<file path="config.mk">
export PLATFORM = sky130hd
export DESIGN_NAME = divider_seq
export DESIGN_NICKNAME = d
export VERILOG_FILES = /design/src/rtl/divider_seq.sv
export SDC_FILE = /design/constraint.sdc
export NUM_CORES = 1
export LEC_CHECK = 0
export CAP_MARGIN = 20
export CORE_UTILIZATION = 51
export CTS_CLUSTER_DIAMETER = 200
export DETAILED_ROUTE_END_ITERATION = 10
export HOLD_SLACK_MARGIN = 0.05
export PLACE_DENSITY = 0.78
export SYNTH_ARGS = -nofsm -noshare
export SYNTH_HDL_FRONTEND = slang
export SYNTH_SLANG_ARGS = --single-unit
</file>
<file path="constraint.sdc">
create_clock -name clk -period 2.3 [get_ports clk]
set_clock_uncertainty 0.05 [all_clocks]
set_input_delay 0.345 -clock clk [delete_from_list [all_inputs] [get_ports clk]]
set_output_delay 0.345 -clock clk [all_outputs]
set_load 0.005 [all_outputs]
</file>
<file path="src/rtl/divider_seq.sv">
// Sequential restoring divider: one quotient bit per clock, MSB first, with
// valid/ready handshakes on both sides and a short path for a zero divisor.
//
// state | meaning
// IDLE  | waiting for operands, in_ready high
// RUN   | shifting dividend bits through the subtract/compare stage
// DONE  | result registered, waiting for the output handshake
module divider_seq #(
  parameter int DW = 8,
  parameter int VW = 4
) (
  input  logic          clk,
  input  logic          rst,
  input  logic          in_valid,
  output logic          in_ready,
  input  logic [DW-1:0] dividend,
  input  logic [VW-1:0] divisor,
  output logic          out_valid,
  input  logic          out_ready,
  output logic [DW-1:0] quotient,
  output logic [VW-1:0] remainder,
  output logic          div_by_zero,
  output logic          busy
);

  localparam int CW = $clog2(DW + 1);

  typedef enum logic [1:0] {
    S_IDLE,
    S_RUN,
    S_DONE
  } state_t;

  state_t        state_q, state_d;
  logic [DW-1:0] dvd_q, dvd_d;
  logic [VW-1:0] dvs_q, dvs_d;
  logic [VW:0]   rem_q, rem_d;
  logic [CW-1:0] cnt_q, cnt_d;
  logic [DW-1:0] quo_q, quo_d;
  logic [VW-1:0] rmd_q, rmd_d;
  logic          dbz_q, dbz_d;
  logic          ov_q, ov_d;

  logic [VW:0]   p, diff, rem_nxt;
  logic          qbit, accept, last;
  logic          unused_rem_msb;

  // The partial remainder never exceeds the divisor, so its top bit stays zero.
  assign unused_rem_msb = rem_q[VW];

  assign in_ready    = (state_q == S_IDLE) & ~rst;
  assign busy        = (state_q != S_IDLE);
  assign out_valid   = ov_q;
  assign quotient    = quo_q;
  assign remainder   = rmd_q;
  assign div_by_zero = dbz_q;

  always_comb begin
    p       = {rem_q[VW-1:0], dvd_q[DW-1]};
    qbit    = (p >= {1'b0, dvs_q});
    diff    = p - {1'b0, dvs_q};
    rem_nxt = qbit ? diff : p;
    accept  = in_valid & in_ready;
    last    = (cnt_q == CW'(1));

    state_d = state_q;
    dvd_d   = dvd_q;
    dvs_d   = dvs_q;
    rem_d   = rem_q;
    cnt_d   = cnt_q;
    quo_d   = quo_q;
    rmd_d   = rmd_q;
    dbz_d   = dbz_q;
    ov_d    = ov_q;

    case (state_q)
      S_IDLE: begin
        if (accept) begin
          dvd_d = dividend;
          dvs_d = divisor;
          rem_d = '0;
          cnt_d = CW'(DW);
          if (divisor == '0) begin
            state_d = S_DONE;
            quo_d   = '1;
            rmd_d   = dividend[VW-1:0];
            dbz_d   = 1'b1;
          end else begin
            state_d = S_RUN;
          end
        end
      end
      S_RUN: begin
        // Quotient bits shift into the vacated low end of the dividend register.
        dvd_d = {dvd_q[DW-2:0], qbit};
        rem_d = rem_nxt;
        cnt_d = cnt_q - CW'(1);
        if (last) begin
          state_d = S_DONE;
          quo_d   = {dvd_q[DW-2:0], qbit};
          rmd_d   = rem_nxt[VW-1:0];
          dbz_d   = 1'b0;
          ov_d    = 1'b1;
        end
      end
      S_DONE: begin
        // A zero-divisor result enters DONE straight from IDLE and is
        // presented one cycle later.
        if (!ov_q) begin
          ov_d = 1'b1;
        end else if (out_ready) begin
          ov_d    = 1'b0;
          state_d = S_IDLE;
        end
      end
      default: state_d = S_IDLE;
    endcase
  end

  always_ff @(posedge clk) begin
    if (rst) begin
      state_q <= S_IDLE;
      dvd_q   <= '0;
      dvs_q   <= '0;
      rem_q   <= '0;
      cnt_q   <= '0;
      quo_q   <= '0;
      rmd_q   <= '0;
      dbz_q   <= 1'b0;
      ov_q    <= 1'b0;
    end else begin
      state_q <= state_d;
      dvd_q   <= dvd_d;
      dvs_q   <= dvs_d;
      rem_q   <= rem_d;
      cnt_q   <= cnt_d;
      quo_q   <= quo_d;
      rmd_q   <= rmd_d;
      dbz_q   <= dbz_d;
      ov_q    <= ov_d;
    end
  end

endmodule

</file>
Word level (Yosys, flattened, before mapping)

Index checks and enable logic that the tools add are counted.

Output and inout port bits: 16
Logic and storage cells: 62
Register bits after elaboration: 36
Bits of input ports: 16

Reductions and logical operators: 10
Bitwise operators: 3
$add $sub $neg: 2
Eq/ne operators: 8
$lt $le $gt $ge: 1
Mux-type cells: 29

Operators by type and width:

| cell                                                  | count |
|---|---|
| 2-to-1 mux 8 bit                                      | 4 |
| one-hot mux 8 bit (2 select lines)                    | 2 |
| 2-to-1 mux 4 bit                                      | 6 |
| one-hot mux 4 bit (2 select lines)                    | 3 |
| 2-to-1 mux 2 bit                                      | 5 |
| inequality test 2 bit, second input constant          | 4 |
| AND reduction 4 bit                                   | 2 |
| 2-to-1 mux 1 bit                                      | 6 |
| one-hot mux 2 bit (3 select lines)                    | 1 |
| AND reduction 2 bit                                   | 3 |
| nonzero test 2 bit                                    | 3 |
| >= comparator 5 x 4 -> 1 bit                          | 1 |
| equality test 4 x 1 -> 1 bit, second input constant   | 1 |
| logical NOT 4 bit                                     | 1 |
| one-hot mux 1 bit (2 select lines)                    | 2 |
| subtractor 4 x 1 -> 4 bit, second input constant      | 1 |
| subtractor 4 bit                                      | 1 |
| bitwise AND 1 bit                                     | 2 |
| equality test 2 x 1 -> 1 bit, second input constant   | 1 |
| equality test 2 bit, second input constant            | 1 |
| logical NOT 2 bit                                     | 1 |
| inequality test 2 x 1 -> 1 bit, second input constant | 1 |
| inverter 1 bit                                        | 1 |

Longest topological paths before layout

Gate-level depths: netlist of the first run.

Word-level depth: 5
Gate-level depth with buffers: 8
Depth with buffers taken out: 7

Least setup slack after synthesis of the first run

Ideal clock, no wire load.

Kind: reg2reg
Start: register dvs_q[1]
End: register rmd_q[2] (netlist: remainder[2])
Slack: 0.504 ns
Stages on the path, launching flop included: 8
Path buffers: 0
Arrival time: 1.655 ns
Period minus slack after synthesis: 1.796 ns
Library setup time: 0.091 ns
Data required time: 2.159 ns
Path through: dfxtp_1 inv_1 ha_1 nor4_1 o21ai_1 nand2_1 mux2_2 a311oi_1

Cells in the longest elaborated chain, start to end: 4
Elaborated cells between the ends (all ways): 5
Those cells by class: add/sub (1); order compare (1); mux (3)

Ends and longest elaborated chain:

| item                                                             | line   | RTL |
|---|---|---|
| start, declared                                                  | 36     | `logic [VW-1:0] dvs_q, dvs_d;` |
| start signal, assigned                                           | 134    | `dvs_q <= dvs_d;` |
| subtractor 4 bit or >= comparator 5 x 4 -> 1 bit (tied branches) | 61, 60 |  |
| 2-to-1 mux 4 bit *                                               | 62     | `rem_nxt = qbit ? diff : p;` |
| 2-to-1 mux 4 bit *                                               | 98     | `if (last) begin` |
| one-hot mux 4 bit (2 select lines) *                             | 76     | `case (state_q)` |
| end signal, assigned                                             | 138    | `rmd_q <= rmd_d;` |
| end, declared                                                    | 40     | `logic [VW-1:0] rmd_q, rmd_d;` |

Mark *: on every way between the ends. The rest lies on a longest branch, timed or not. The select of a mux whose other input is x is not followed.
A chain may end at the register's enable or synchronous reset.

Final worst setup path of the first run

Start: register state_q[1]
End: output port in_ready

Cells in the longest elaborated chain, start to end: 2

Ends and longest elaborated chain:

| item                   | line | RTL |
|---|---|---|
| start, declared        | 34   | `state_t state_q, state_d;` |
| start signal, assigned | 132  | `state_q <= state_d;` |
| logical NOT 2 bit      | 51   | `assign in_ready = (state_q == S_IDLE) & ~rst;` |
| bitwise AND 1 bit      | 51   |  |
| end, declared          | 15   | `output logic in_ready,` |

No other way between the ends.

==> impl_metrics.py, run 1 <==
metrics = {
    "status": {
        "status": "complete, no violations",
    },
    "min_path": {
        "hold_path_class": "reg -> reg",
        "min_to": "dvs_q[2]",
        "worstHoldPathCells": 2,
        "hold_start": "dvs_q[2]",
    },
    "worst_setup_path": {
        "crit_required_ns": 1.90,
        "timing.rr.end": "remainder[2]",
        "cp-end-kind": "output port",
        "critPathKind": "reg -> out",
        "r2r_cells": 7,
        "r2r_start": "dvs_q[1]",
        "start_kind": "flip-flop",
        "cp_max_fo": 9,
        "crit_arrival_ns": 1.71,
        "reg2reg_slack_ns": 0.27,
    },
    "power_and_ir_drop": {
        "comb_power_share": 0.284,
        "swShare": 0.319,
        "ir_drop_mv": 0.424,
        "pwr-share-seq": 0.481,
        "power.density_nw_per_um2": 686,
        "total_power_mw": 1.51,
        "leakagePower_nw": 0.835,
        "power_switching_mw": 0.482,
        "power.internal_mw": 1.03,
        "pwr-share-clk": 0.236,
    },
    "timing": {
        "rsz0062_at_grt": "no",
        "fin_hold_ws_ns": 0.444,
        "min_period_ns": 2.11,
        "setup_violations": 0,
        "relSlewSlack": 0.713,
        "fin_crit_sh": 0.917,
        "slew_violations": 0,
        "fmax_mhz": 474,
        "worstMarginPinSlew_ns": 0.426,
        "hold_violations": 0,
    },
    "grt": {
        "grt_pass1_wl_um": 6970,
        "grt_pass1_vias": 1501,
        "grt_antenna_before_repair": 0,
        "grt_max_degree": 37,
        "grtUsageTotal": 0.256,
        "grt_overflow": 0,
    },
    "yosys": {
        "synth_cell_type_count": 41,
        "yosysTopAreaCell": "dfxtp_1",
        "syn_inst": 206,
        "syn_avg_cell_area_um2": 8.56,
        "ys.warnings.count": 0,
        "yosysSeqAreaShare": 0.409,
        "yosysTopAreaCellShare": 0.409,
        "yosys-top-cells-area": "dfxtp_1, nor2_1, a211oi_1",
        "syn_area_um2": 1760,
        "synth_edf_count": 0,
        "synth_nets": 229,
        "synth_ff_type": "dfxtp_1",
        "async_flop_share": 0,
        "ys_ff_latch": 36,
    },
    "route": {
        "ant_nets": 0,
        "route.detailed.drc": 0,
        "wl_um": 4030,
        "vias": 1618,
        "firstDrtPassIters": 4,
        "drt-vias-per-instance": 5.62,
        "drt_iter0_markers": 81,
        "wl_per_cell_um": 14.0,
    },
    "final_layout": {
        "diodes": 0,
        "finish.utilization": 0.700,
        "nets": 266,
        "drive_gt1_frac": 0.123,
        "fill_cells": 262,
        "area_delta_synth_final_pct": 25.1,
    },
    "floorplan": {
        "die_w_um": 60.8,
        "die_y_um": 60.8,
        "start_util": 0.559,
        "fp-row-count": 20,
        "die_area_um2": 3700,
        "core-area_um2": 3150,
        "pin_count": 32,
    },
    "clocking": {
        "cts_buffers": 5,
        "cts_tree": "done",
        "cts-root-buf": "clkbuf_4",
        "htree_num_levels": 2,
        "cts.sinks": 36,
        "clock_path_buffers": 2,
        "clkLatencyLatePin_ns": 0.34,
        "path_clk_slew_ns": 0.10,
        "cts-resized-gates": 0,
        "postCtsHoldBufs": 0,
        "post_cts_buffers": 0,
    },
    "placed_design": {
        "dp_hpwl_um": 2940,
        "portBuffers": 31,
        "place.gp.congestion": 0.899,
    },
    "flow_run": {
        "drv_cap": 0,
    },
}
cells in the final DEF, fill, tap and decap left out, types with 2 or more instances in the layout:
cell type / n
clkdlybuf4s50_1: 31
nor2_1: 40
clkbuf_4: 5
dfxtp_1: 36
nor4_1: 2
buf_4: 10
nand2_1: 19
mux2i_1: 6
a211oi_1: 13
o31ai_1: 3
nand2b_1: 2
clkinv_2: 2
a221oi_1: 2
nand3b_1: 3
nor2b_1: 5
nor3_1: 3
a311oi_1: 3
nand3_1: 3
o21ai_0: 4
nor3_2: 7
ha_1: 6
inv_1: 11
a21oi_1: 8
a31oi_1: 3
power groups by stage:
| stage | clock network [mW] | logic, mW | registers, mW |
|---|---|---|---|
| 3_3_place_gp | 0 | 0.408 | 0.738 |
| 6_report | 0.357 | 0.429 | 0.727 |
| 5_1_grt | 0.396 | 0.479 | 0.735 |
| 4_1_cts | 0.365 | 0.428 | 0.726 |
| 2_1_floorplan | 0 | 0.288 | 0.729 |
| 3_5_place_dp | 0 | 0.425 | 0.740 |
metrics by stage:
step / worst slack (ns) / cells / setup TNS, ns / instance area, µm²
floorplan: 0.504 / 206 / 0 / 1760
global placement: 0.0226 / 280 / 0 / 2140
detailed placement: -0.0209 / 280 / -0.0281 / 2140
CTS: 0.157 / 288 / 0 / 2210
global route: 0.0710 / 288 / 0 / 2210
finish: 0.190 / 288 / 0 / 2210
kinds of logic after synthesis:
family / Yosys count / share of synthesized area
buf+inv: 22 / 0.0568
mux: 7 / 0.0405
compound gates: 44 / 0.179
xor+xnor: 1 / 0.00497
flops: 36 / 0.409
simple gates: 89 / 0.256
fa+ha+maj: 7 / 0.0539
sequential cells by signal, summed over array words and instances (netlist names):
register and count:
cnt_q 4, div_by_zero 1, dvs_q 4, quotient 8, dvd_q 8, remainder 4, state_q 2, rem_q 4
out_valid 1
Yosys cell counts (all sizes together) (2+ instances only):
master / n
ha: 6
a211oi: 13
inv: 11
nor2b: 5
a311oi: 3
a31oi: 3
a21oi: 9
nand2: 19
mux2i: 6
dfxtp: 36
a221oi: 2
o31ai: 3
clkbuf: 5
nor4: 2
nand3: 3
nor2: 40
nand2b: 2
o21ai: 5
buf: 6
nor3: 10
nand3b: 4
cell type report:
class | count | area, µm² | share of cell area
inverters | 11 | 41.3 | 0.0187
well taps | 44 | 55.1 | 0.0250
flip-flops and latches | 36 | 721 | 0.327
multi-input cells | 148 | 942 | 0.427
clock inverters | 2 | 10.0 | 0.00454
repair buffers | 41 | 385 | 0.175
clock buffers | 6 | 51.3 | 0.0233
layer usage:
metal  vias up  part of all wire  global-route usage
li1        802                 -                   -
met1       764              0.46               0.340
met2        45              0.48               0.418
met3         7             0.049              0.0448
met4         0             0.015              0.0974
met5         -                 0                   0
worst max path at each step:
stage / startpoint / endpoint / depth (start not counted)
2_1_floorplan: dvs_q[1] / remainder[2] / 7
3_3_place_gp: divisor[0] / quotient[5] / 7
3_5_place_dp: divisor[0] / quotient[3] / 7
4_1_cts: state_q[1] / in_ready / 3
5_1_grt: state_q[1] / in_ready / 3
6_report: state_q[1] / in_ready / 3
critical path, cell delays in order, from the launching register on:
cell and delay [ns]:
dfxtp_1 0.42, or2_2 0.36, nor2_1 0.10, clkdlybuf4s50_1 0.50
No activity file was read; power rests on OpenSTA's default activity.
==> inputs of run 2 (changes only) <==
--- a/config.mk
+++ b/config.mk
@@ -6,11 +6,11 @@
 export NUM_CORES = 1
 export LEC_CHECK = 0
 export CAP_MARGIN = 20
-export CORE_UTILIZATION = 51
+export CORE_UTILIZATION = 55
 export CTS_CLUSTER_DIAMETER = 200
 export DETAILED_ROUTE_END_ITERATION = 10
 export HOLD_SLACK_MARGIN = 0.05
-export PLACE_DENSITY = 0.78
+export PLACE_DENSITY = 0.83
 export SYNTH_ARGS = -nofsm -noshare
 export SYNTH_HDL_FRONTEND = slang
 export SYNTH_SLANG_ARGS = --single-unit
==> constraint.sdc (replaced) <==
create_clock -name clk -period 2.5 [get_ports clk]
set_clock_uncertainty 0.05 [all_clocks]
set_input_delay 0.375 -clock clk [delete_from_list [all_inputs] [get_ports clk]]
set_output_delay 0.375 -clock clk [all_outputs]
set_load 0.005 [all_outputs]
==> run 2 against run 1 <==
First-iteration DRC count shrank 42%. Count of clock-buffer cells in the layout grew 1. Design area shrank 0.62%.
==> impl_metrics.py, run 2 (synthesized netlist as in run 1, its figures left out) <==
metrics = {
    "status": {
        "status": "complete, no violations",
    },
    "clocking": {
        "cts_buffers": 5,
        "postCtsHoldBufs": 0,
        "cts.sinks": 36,
        "clock_path_buffers": 2,
        "path_clk_slew_ns": 0.11,
        "cts-resized-gates": 0,
        "clkLatencyLatePin_ns": 0.35,
        "htree_num_levels": 2,
        "cts_tree": "done",
        "post_cts_buffers": 0,
        "cts-root-buf": "clkbuf_4",
    },
    "worst_setup_path": {
        "crit_required_ns": 2.08,
        "start_kind": "flip-flop",
        "crit_chain": "or2_2 > nor2_1 > clkdlybuf4s50_1",
        "cp_max_fo": 9,
        "crit_arrival_ns": 1.72,
        "max_stage_delay_ns": 0.50,
        "critPathKind": "reg -> out",
        "cp_top_family": "buffers and inverters",
        "critical_path_buf_inv_count": 1,
        "cp-end-kind": "output port",
        "slowest_stage": "clkdlybuf4s50_1",
    },
    "placed_design": {
        "dp_hpwl_um": 2740,
        "place_ws_ns": 0.0843,
        "place.gp.congestion": 0.791,
        "portBuffers": 31,
    },
    "final_layout": {
        "layout_commonest_cell": "nor2_1",
        "diodes": 0,
        "fill_cells": 255,
        "area_delta_synth_final_pct": 24.3,
        "drive_gt1_frac": 0.112,
        "nets": 264,
        "final_cell_mix": "nor2_1, dfxtp_1, clkdlybuf4s50_1",
    },
    "timing": {
        "fin_crit_sh": 0.857,
        "rsz0062_at_grt": "no",
        "setup_violations": 0,
        "fin_tns_setup_ns": 0,
        "setup_ws_ns": 0.357,
        "min_period_ns": 2.14,
        "worstMarginPinSlew_ns": 0.410,
        "fmax_mhz": 467,
        "hold_violations": 0,
        "relSlewSlack": 0.727,
        "slew_violations": 0,
    },
    "grt": {
        "grt_overflow": 0,
        "grt_antenna_before_repair": 0,
        "grt_pass1_vias": 1489,
        "grt_max_degree": 37,
        "grtUsageTotal": 0.258,
        "grt_pass1_wl_um": 6670,
    },
    "route": {
        "drt_iter0_markers": 47,
        "drt-vias-per-instance": 5.50,
        "wl_um": 3910,
        "ant_nets": 0,
        "wl_per_cell_um": 13.7,
        "route.detailed.drc": 0,
        "vias": 1572,
        "firstDrtPassIters": 4,
    },
    "floorplan": {
        "core-area_um2": 3050,
        "start_util": 0.577,
        "die_area_um2": 3440,
        "pin_count": 32,
        "die_w_um": 58.6,
        "fp-row-count": 20,
        "die_y_um": 58.6,
    },
    "power_and_ir_drop": {
        "power.density_nw_per_um2": 637,
        "ir_drop_mv": 0.363,
        "leakagePower_nw": 0.819,
    },
    "min_path": {
        "hold_path_class": "reg -> reg",
    },
    "flow_run": {
        "drv_cap": 0,
    },
}
[run 2: cell count changes in the layout (fill, tap and decap cells not counted)]
cell,before,now
buf_4,10,8
clkinv_2,2,0
clkbuf_1,0,1
clkinvlp_4,0,1
[run 2: area by class of cell]
class                           instances  area (µm²)  share of cell area
Clock buffer                            7        55.1              0.0251
Sequential cell                        36         721               0.329
Multi-Input combinational cell        148         942               0.430
Tap cell                               44        55.1              0.0251
Timing Repair Buffer                   39         370               0.169
Clock inverter                          1        7.51             0.00342
Inverter                               11        41.3              0.0188
[run 2: report_power, final]
group          total (mW)  internal, mW  leakage, nW  switching, mW
Clock               0.336         0.138       0.0315          0.198
Combinational       0.394         0.185        0.493          0.209
Sequential          0.668         0.628        0.294         0.0405
[run 2: path summary, 6_finish.rpt]
check                                     to  slack [ns]       start  depth (start not counted)
worst max-delay path                in_ready        0.36  state_q[1]                          3
worst min-delay path                cnt_q[3]        0.43    cnt_q[3]                          1
worst max register to register  remainder[2]        0.40    dvs_q[1]                          7
worst min register to register      cnt_q[3]        0.43    cnt_q[3]                          1
[run 2: per-layer routing]
layer | up-vias | wire (µm) | part of all wire | GRT usage
met3 | 5 | 124 | 0.032 | 0.0615
met2 | 38 | 1890 | 0.48 | 0.415
met5 | - | 0 | 0 | 0
li1 | 793 | - | - | -
met1 | 736 | 1850 | 0.47 | 0.331
met4 | 0 | 44 | 0.011 | 0.112
[run 2: metrics by stage]
stage | power (mW) | utilization | hold slack, ns | area, µm² | cells
floorplan | 0.936 | - | 0.388 | 1760 | 206
global placement | 1.06 | 0.698 | 0.411 | 2130 | 278
detailed placement | 1.07 | 0.698 | 0.410 | 2130 | 278
CTS | 1.40 | 0.718 | 0.431 | 2190 | 286
global route | 1.48 | 0.718 | 0.442 | 2190 | 286
finish | 1.40 | 0.718 | 0.434 | 2190 | 286
==> inputs of run 3 (changes only) <==
--- a/config.mk
+++ b/config.mk
@@ -6,6 +6,7 @@
 export NUM_CORES = 1
 export LEC_CHECK = 0
 export CAP_MARGIN = 20
+export CORE_MARGIN = 4
 export CORE_UTILIZATION = 55
 export CTS_CLUSTER_DIAMETER = 200
 export DETAILED_ROUTE_END_ITERATION = 10
==> run 3 against run 2 <==
Sequential share of layout area grew 0.075 points. Utilization shrank 0.16 points. Total power grew 0.84%. Worst hold slack gained 0.00071 ns. Cell count shrank 0.70%. Worst setup slack lost 0.0054 ns. Design area shrank 0.23%. Flip-flop and latch count is the same. First-iteration DRC count grew 130%. Wire length grew 1.5%. Highest routed layer unchanged.
==> impl_metrics.py, run 3 (synthesized netlist as in run 1, its figures left out) <==
metrics = {
    "status": {
        "status": "complete, no violations",
    },
    "route": {
        "ant_nets": 0,
        "drt_iter0_markers": 108,
        "firstDrtPassIters": 4,
        "wl_um": 3970,
        "vias": 1560,
        "wl_per_cell_um": 14.0,
        "route.detailed.drc": 0,
        "drt-vias-per-instance": 5.49,
    },
    "worst_setup_path": {
        "startpoint": "state_q[1]",
        "max_stage_delay_ns": 0.50,
        "crit_chain": "or2_2 > nor2_1 > clkdlybuf4s50_1",
        "crit_required_ns": 2.08,
        "timing.rr.end": "remainder[2]",
        "crit_arrival_ns": 1.72,
        "slowest_stage": "clkdlybuf4s50_1",
        "cp_max_fo": 9,
        "cp-end-kind": "output port",
        "r2r_cells": 7,
        "reg2reg_slack_ns": 0.42,
        "cp-endpoint": "in_ready",
        "r2r_start": "dvs_q[1]",
        "start_kind": "flip-flop",
        "critPathKind": "reg -> out",
    },
    "floorplan": {
        "fp-row-count": 20,
        "pin_count": 32,
        "core-area_um2": 3050,
        "die_y_um": 64.6,
        "die_area_um2": 4180,
        "start_util": 0.577,
        "die_w_um": 64.6,
    },
    "grt": {
        "grt_pass1_wl_um": 6610,
        "grt_pass1_vias": 1455,
        "grt_overflow": 0,
        "grt_max_degree": 37,
        "grt_antenna_before_repair": 0,
        "grtUsageTotal": 0.207,
    },
    "clocking": {
        "cts_tree": "done",
        "post_cts_buffers": 0,
        "clkLatencyLatePin_ns": 0.35,
        "cts-resized-gates": 0,
        "cts.sinks": 36,
        "postCtsHoldBufs": 0,
        "cts-root-buf": "clkbuf_4",
        "cts_buffers": 5,
        "path_clk_slew_ns": 0.11,
        "clock_path_buffers": 2,
        "htree_num_levels": 2,
    },
    "final_layout": {
        "finish.utilization": 0.716,
        "area_delta_synth_final_pct": 24.1,
        "layout_commonest_cell": "nor2_1",
        "nets": 263,
        "drive_gt1_frac": 0.108,
        "diodes": 0,
        "final_cell_mix": "nor2_1, dfxtp_1, clkdlybuf4s50_1",
    },
    "placed_design": {
        "dp_hpwl_um": 2840,
        "place.gp.congestion": 0.832,
        "portBuffers": 31,
    },
    "timing": {
        "relSlewSlack": 0.731,
        "fin_tns_setup_ns": 0,
        "rsz0062_at_grt": "no",
        "fmax_mhz": 465,
        "setup_violations": 0,
        "min_period_ns": 2.15,
        "worstMarginPinSlew_ns": 0.403,
        "hold_violations": 0,
        "slew_violations": 0,
        "fin_crit_sh": 0.859,
    },
    "power_and_ir_drop": {
        "leakagePower_nw": 0.820,
        "power.density_nw_per_um2": 644,
        "total_power_mw": 1.41,
        "ir_drop_mv": 0.414,
    },
    "min_path": {
        "hold_path_class": "reg -> reg",
    },
    "flow_run": {
        "drv_cap": 0,
    },
}
run 3: cell types whose count changed in the layout (fill, tap and decap cells not counted):
cell | before | now
buf_4 | 8 | 7
clkbuf_8 | 1 | 2
clkbuf_1 | 1 | 0
clkinvlp_4 | 1 | 0
run 3: worst max-delay path: cells and delay by family (launching register included):
| family | cells | cell delay, ns |
|---|---|---|
| buffers and inverters | 1 | 0.50 |
| DFF | 1 | 0.42 |
| and+or+nand+nor | 2 | 0.45 |
run 3: area by class of cell:
class | count | area, µm²
clock buffers | 7 | 65.1
well taps | 44 | 55.1
fillers | 247 | 866
flip-flops and latches | 36 | 721
multi-input cells | 148 | 942
inverters | 11 | 41.3
repair buffers | 38 | 363
run 3: worst min-delay path by stage:
stage	start	to	slack (ns)	cells past startpoint
2_1_floorplan	cnt_q[3]	cnt_q[3]	0.39	1
3_3_place_gp	cnt_q[3]	cnt_q[3]	0.40	1
3_5_place_dp	cnt_q[3]	cnt_q[3]	0.42	1
4_1_cts	cnt_q[3]	cnt_q[3]	0.43	1
5_1_grt	cnt_q[3]	cnt_q[3]	0.46	1
6_report	cnt_q[3]	cnt_q[3]	0.43	1
run 3: where the power goes:
part           internal [mW]  switching [mW]
clock network          0.159           0.193
logic                  0.183           0.206
registers              0.628          0.0399
total                  0.970           0.439
run 3: metal layers:
| metal | wire [µm] | vias up | GRT usage |
|---|---|---|---|
| li1 | - | 791 | - |
| met1 | 1770 | 717 | 0.255 |
| met2 | 1910 | 43 | 0.330 |
| met3 | 195 | 9 | 0.0399 |
| met4 | 97 | 0 | 0.129 |
| met5 | 0 | - | 0 |
run 3: stage by stage:
stage / hold slack (ns) / instance area, µm² / instances / worst slack [ns]
6_report: 0.435 / 2190 / 284 / 0.351
2_1_floorplan: 0.388 / 1760 / 206 / 0.704
3_5_place_dp: 0.418 / 2120 / 277 / 0.0971
3_3_place_gp: 0.402 / 2120 / 277 / 0.151
5_1_grt: 0.459 / 2190 / 284 / 0.269
4_1_cts: 0.434 / 2190 / 284 / 0.336
